**src/rtl/data_io_fifo.sv**
```systemverilog
// data_io_fifo: SPI file download engine feeding external RAM writes through a byte+address FIFO
module data_io_fifo #(
  parameter int                ADDR_W     = 25,
  parameter int                FIFO_DEPTH = 4,
  parameter logic [ADDR_W-1:0] BASE_TAPE  = 'h200000,
  parameter logic [ADDR_W-1:0] BASE_ROM   = 'h100000,
  parameter bit                JMP_PATCH  = 1'b1
) (
  input  logic              clk,
  input  logic              reset_n,
  input  logic              sck,
  input  logic              ss,
  input  logic              sdi,
  output logic              downloading,
  output logic [4:0]        index,
  output logic [ADDR_W-1:0] size,
  output logic              overflow,
  output logic              wr,
  input  logic              wr_ack,
  output logic [ADDR_W-1:0] a,
  output logic [7:0]        d
);
  localparam int PW = $clog2(FIFO_DEPTH);
  localparam int CW = PW + 1;
  logic [2:0]        sck_s;
  logic [1:0]        ss_s, sdi_s;
  logic [6:0]        sr;
  logic [3:0]        bcnt;
  logic [7:0]        cmd, dat, rx, s_hi, d0;
  logic              dat_vld, rise, end_f, patch, is_dat, pop, acc0, acc1, drop;
  logic [4:0]        new_index;
  logic [1:0]        hcnt, n_push;
  logic [ADDR_W-1:0] ptr, a0;
  logic [PW-1:0]     wp, wp1, rp;
  logic [CW-1:0]     cnt, free;
  logic [ADDR_W-1:0] fa [FIFO_DEPTH];
  logic [7:0]        fd [FIFO_DEPTH];

  assign rise   = sck_s[1] & ~sck_s[2];
  assign rx     = {sr, sdi_s[1]};
  assign patch  = JMP_PATCH && index != 5'd0;
  assign is_dat = dat_vld && cmd == 8'h54 && downloading && !end_f;
  assign pop    = wr && wr_ack;
  assign free   = CW'(FIFO_DEPTH) - cnt;
  assign wp1    = wp + 1'b1;

  always_comb begin
    n_push = !is_dat ? 2'd0 : patch && hcnt == 2'd1 ? 2'd2 : 2'd1;
    a0     = !patch || hcnt == 2'd2 ? ptr : ADDR_W'(hcnt);
    d0     = patch && hcnt == 2'd0 ? 8'hC3 : dat;
    acc0   = n_push != 2'd0 && free != '0;
    acc1   = n_push == 2'd2 && free >= CW'(2);
    drop   = (n_push != 2'd0 && !acc0) || (n_push == 2'd2 && !acc1);
  end

  always_ff @(posedge clk or negedge reset_n)
    if (!reset_n) begin
      sck_s   <= '0;
      ss_s    <= '1;
      sdi_s   <= '0;
      sr      <= '0;
      bcnt    <= '0;
      cmd     <= '0;
      dat     <= '0;
      dat_vld <= 1'b0;
    end else begin
      sck_s   <= {sck_s[1:0], sck};
      ss_s    <= {ss_s[0], ss};
      sdi_s   <= {sdi_s[0], sdi};
      dat_vld <= !ss_s[1] && rise && bcnt == 4'd15;
      if (ss_s[1]) bcnt <= '0;
      else if (rise) begin
        sr   <= rx[6:0];
        bcnt <= bcnt == 4'd15 ? 4'd8 : bcnt + 4'd1;
        if (bcnt == 4'd7) cmd <= rx;
        if (bcnt == 4'd15) dat <= rx;
      end
    end

  always_ff @(posedge clk or negedge reset_n)
    if (!reset_n) begin
      downloading <= 1'b0;
      index       <= '0;
      size        <= '0;
      overflow    <= 1'b0;
      new_index   <= '0;
      end_f       <= 1'b0;
      hcnt        <= '0;
      s_hi        <= '0;
      ptr         <= '0;
    end else begin
      if (dat_vld && cmd == 8'h55) new_index <= dat[4:0];
      if (is_dat) begin
        size <= size + 1'b1;
        hcnt <= hcnt == 2'd2 ? hcnt : hcnt + 2'd1;
        if (patch && hcnt == 2'd0) s_hi <= dat;
        if (patch && hcnt == 2'd1) ptr <= ADDR_W'({s_hi, dat});
        else if (!patch || hcnt == 2'd2) ptr <= ptr + 1'b1;
      end
      if (drop) overflow <= 1'b1;
      if (downloading && end_f && cnt == '0 && !wr) begin
        downloading <= 1'b0;
        end_f       <= 1'b0;
      end
      if (dat_vld && cmd == 8'h53) begin
        if (dat[0]) begin
          downloading <= 1'b1;
          index       <= new_index;
          size        <= '0;
          overflow    <= 1'b0;
          ptr         <= new_index == 5'd0 ? BASE_TAPE : BASE_ROM;
          hcnt        <= '0;
          end_f       <= 1'b0;
        end else if (downloading) end_f <= 1'b1;
      end
    end

  always_ff @(posedge clk or negedge reset_n)
    if (!reset_n) begin
      wp  <= '0;
      rp  <= '0;
      cnt <= '0;
      wr  <= 1'b0;
      a   <= '0;
      d   <= '0;
    end else begin
      wp  <= wp + PW'(acc0) + PW'(acc1);
      cnt <= cnt + CW'(acc0) + CW'(acc1) - CW'(pop);
      if (!wr && cnt != '0) begin
        wr <= 1'b1;
        a  <= fa[rp];
        d  <= fd[rp];
      end else if (pop) begin
        wr <= 1'b0;
        rp <= rp + 1'b1;
      end
    end

  always_ff @(posedge clk) begin
    if (acc0) begin
      fa[wp] <= a0;
      fd[wp] <= d0;
    end
    if (acc1) begin
      fa[wp1] <= ADDR_W'(2);
      fd[wp1] <= s_hi;
    end
  end
endmodule

```
**config.mk**
```make
export PLATFORM = sky130hd
export DESIGN_NAME = data_io_fifo
export DESIGN_NICKNAME = d
export VERILOG_FILES = /design/src/rtl/data_io_fifo.sv
export SDC_FILE = /design/constraint.sdc
export NUM_CORES = 1
export LEC_CHECK = 0
export ABC_AREA = 1
export BUFFER_PORTS_ARGS = -buffer_cell sky130_fd_sc_hd__buf_4
export CAP_MARGIN = 20
export CORE_MARGIN = 2
export CORE_UTILIZATION = 45
export CTS_CLUSTER_DIAMETER = 120
export CTS_CLUSTER_SIZE = 40
export DETAILED_ROUTE_END_ITERATION = 7
export GPL_TIMING_DRIVEN = 0
export RECOVER_POWER = 25
export SLEW_MARGIN = 20
export SYNTH_ARGS = -nofsm -noshare
export SYNTH_HDL_FRONTEND = slang
export SYNTH_SLANG_ARGS = --single-unit
```
**constraint.sdc**
```tcl
create_clock -name clk -period 4.8 [get_ports clk]
set_clock_uncertainty 0.05 [all_clocks]
set_input_delay 0.72 -clock clk [delete_from_list [all_inputs] [get_ports clk]]
set_output_delay 0.72 -clock clk [all_outputs]
set_load 0.01 [all_outputs]
```
==> impl_results.md <==
* Status: finished with violations
* Failing checks: max-capacitance violations, max-slew violations
* Crit path launch type: flop
* Synth Area in Adders at 1.46%
* Slew headroom at -49.9%
* TritonRoute pass-1 iters at 5
* Gr ovfl total at 0
* First-pass GRT wire length at 61700 um
* Die Height at 177 um
* Cts bufs inserted at 11
* Port buffer count at 71
* WS Path Type: reg2reg
* Diodes inserted at 0
* Leakage at 7.05 nW
* Highest metal used: met4
* Post-synthesis simple-gate area fraction at 22.7%
* DR vias/cell at 5.31
* Yosys reg bits at 281
* Final Critical Period at 3.23 ns
* Core Footprint at about 0.030 mm^2
* EDFF count, synth at 32
* Full die area at 0.0314 mm^2
* Starting Density at 45.7%
* Seq/Total Area, Yosys at 49.6%
* Rows at 63
* Initial antenna violation count at 0
* Worst Max-Slew Pin Slew at 2.25 ns
* Area contributors post-synth: dfrtp_1 (27%), dfxtp_1 (15%), nor2_1 (8.6%)
* Ratio of cells with drive above 1 in the final layout at 9.45%
* Met1 WL at 17800 um
* Metal2 WL at 18600 um
* Largest buffer count on any clock path at 3
* Pwr/cell area at 360 mW/mm^2
* CTS clock-pin slew for the worst setup and hold paths at 0.15 ns
* Post-Syn Nets at 1740
* Final WL at 39600 um
* Post-DP HPWL at 29800 um
* Gr usage total at between 20% and 30%
* Placed Area at 0.0146 mm^2
* Count of cell types in the netlist at 48
* Synth Flop Type: dfrtp_1
* # DRC at 0
* # setup viols final at 0
* Filler cells at about 3000
* Largest family of logic cells by synthesized area: simple AND/OR/NAND/NOR gates
* Met3 wire length at approximately 2000 um
* Max VDD drop at ~0.23 mV
* Fmax at 310 MHz
* Crit path cell chain: inv_1 -> ha_1 -> ha_1 -> nor3b_2 -> nor2_8 -> inv_1 -> ha_1 -> inv_1 -> fa_1 -> fa_1 -> xnor2_1 -> xor2_1
* Number of gates resized after cts at 0
* Max-slew violations at 91
* Post-synthesis mux area share at 0.0834%
* I/O pin cnt at 72
* Post-CTS Setup Repair Bufs at 0
* Per-cell routed wire length at approximately 18 um
* Fin. Hold Viols at 0
* CTS tree: built
* Netlist Area Pre-Place at 0.0135 mm^2
* RSZ-0062 raised after global routing: no
* Most common cell in the netlist: nor2_1
* Vias in the first global route at 11100
* Worst setup EP type: flop
* P&R area growth vs syn at 10.1%
* Max-cap viol count at 1
* Hold-fix buffers, CTS at 0
* Setup tns final at 0 ns
* Worst skew pair latency at 0.52 ns
* Final Cell Area at 0.0149 mm^2
* Multi-input logic area at 0.00570 mm^2
* GP Congestion at 0.901
* Routed via count at 11700
* Ys Warns at 0
* Final nets at 1825
* CP arrival at ~3.6 ns
* Largest net degree at the start of global routing at between 90 and 100
* Final worst-path cycle share at 67.2%
* CTS Sinks at 281
* CTS H-tree depth at 1
* WP data required at 5.21 ns
* Post-Synth XOR/XNOR Area at 0.909%
* Syn avg cell area at about 7.8 um^2
* Clk root buf: clkbuf_16
* Class of the worst hold path: in2async
* Worst-path maximum fanout at 5
* Seq. cell area at 0.00669 mm^2
* Antenna viol nets, final at 0
* Synth area leader: dfrtp_1
* Die W at 177 um
* Synthesized instance count at 1720
* Synth async-reset ratio at 53.0%
* Drt initial violations at ~970
* Yosys top cell area share at 27.3%
* Critical-path top delay cell: nor3b_2
* CP max stage delay at 0.50 ns
* Top cells by count, synth: nor2_1 (308), nand2_1 (291), inv_1 (186)
* Compound-cell area share of the yosys netlist at 17.1%
final timing paths:
| path | start | end | slack [ns] | cells past startpoint |
|---|---|---|---|---|
| setup / recovery | cnt[1] | cnt[2] | 1.57 | 12 |
| hold / removal | reset_n | a[22] | 0.07 | 1 |
| setup reg to reg | cnt[1] | cnt[2] | 1.57 | 12 |
| hold reg to reg | sck_s[0] | sck_s[1] | 0.31 | 0 |
| max in group asynchronous | reset_n | index[1] | 2.04 | 2 |
| min in group clk | ss | ss_s[0] | 0.25 | 1 |
cell type report:
| class | instances | area share, % |
|---|---|---|
| clock buffers | 15 | 1.95 |
| repair buffers | 72 | 3.67 |
| inverters | 193 | 4.88 |
| flip-flops and latches | 281 | 45.0 |
| clock inverters | 2 | 0.278 |
| well taps | 390 | 3.28 |
| plain buffers | 74 | 2.51 |
| multi-input cells | 1172 | 38.4 |
cells in the final DEF (no fill, tap or decap), types with 51 or more instances in the layout:
cell type  synthesis  layout
inv_1            186     186
o21ai_0          172     172
o21ai_1           62      62
a21oi_1          107     107
nand3_1           51      51
nor2_1           308     308
nand2_1          291     291
dfxtp_1          100     100
buf_4              3      70
dfrtp_1          147     147
sequential cells by signal (all words and copies together) (netlist names), 4 cells and up:
register	cells
a	25
sr	7
size	25
d	8
fd	32
dat	8
index	5
bcnt	4
fa	100
s_hi	8
new_index	5
ptr	25
cmd	8
report_power, final:
| group | internal [W] | leakage (nW) | switching (W) |
|---|---|---|---|
| Combinational | 0.000495 | 3.81 | 0.000954 |
| Sequential | 0.00256 | 3.08 | 0.000108 |
| Clock | 0.000451 | 0.158 | 0.000775 |
| Total | 0.00351 | 7.05 | 0.00184 |
per-layer routing:
layer,track usage (%),vias to the layer above
met5,0,-
li1,-,5766
met2,42.9,315
met3,2.30,57
met4,7.58,0
met1,34.6,5546
worst max-delay path, delay by kind of cell (launching register included):
family                     cells  cell delay, ns
buffers and inverters          3            0.31
and+or+nand+nor                2            0.63
xor gates and xnor gates       2            0.34
adders and majority gates      5            1.42
DFF                            1            0.43
through the flow:
stage / hold slack [ns] / worst slack, ns / total power (W) / utilization [%] / cells
4_1_cts: 0.0961 / 1.51 / 0.00539 / 50.3 / 2199
2_1_floorplan: 0.281 / 1.86 / 0.00354 / - / 1720
6_report: 0.0703 / 1.57 / 0.00535 / 50.3 / 2199
3_3_place_gp: 0.282 / 1.61 / 0.00415 / 49.1 / 2181
5_1_grt: 0.101 / 1.30 / 0.00562 / 50.3 / 2199
3_5_place_dp: 0.287 / 1.57 / 0.00418 / 49.2 / 2182
logic make-up after synthesis:
logic type,count (synthesis)
buffers and inverters,267
adders and majority gates,14
muxes,1
xor gates and xnor gates,14
DFF,281
and+or+nand+nor,721
AOI/OAI and AO/OA,422
No activity file was read; power rests on OpenSTA's default activity.
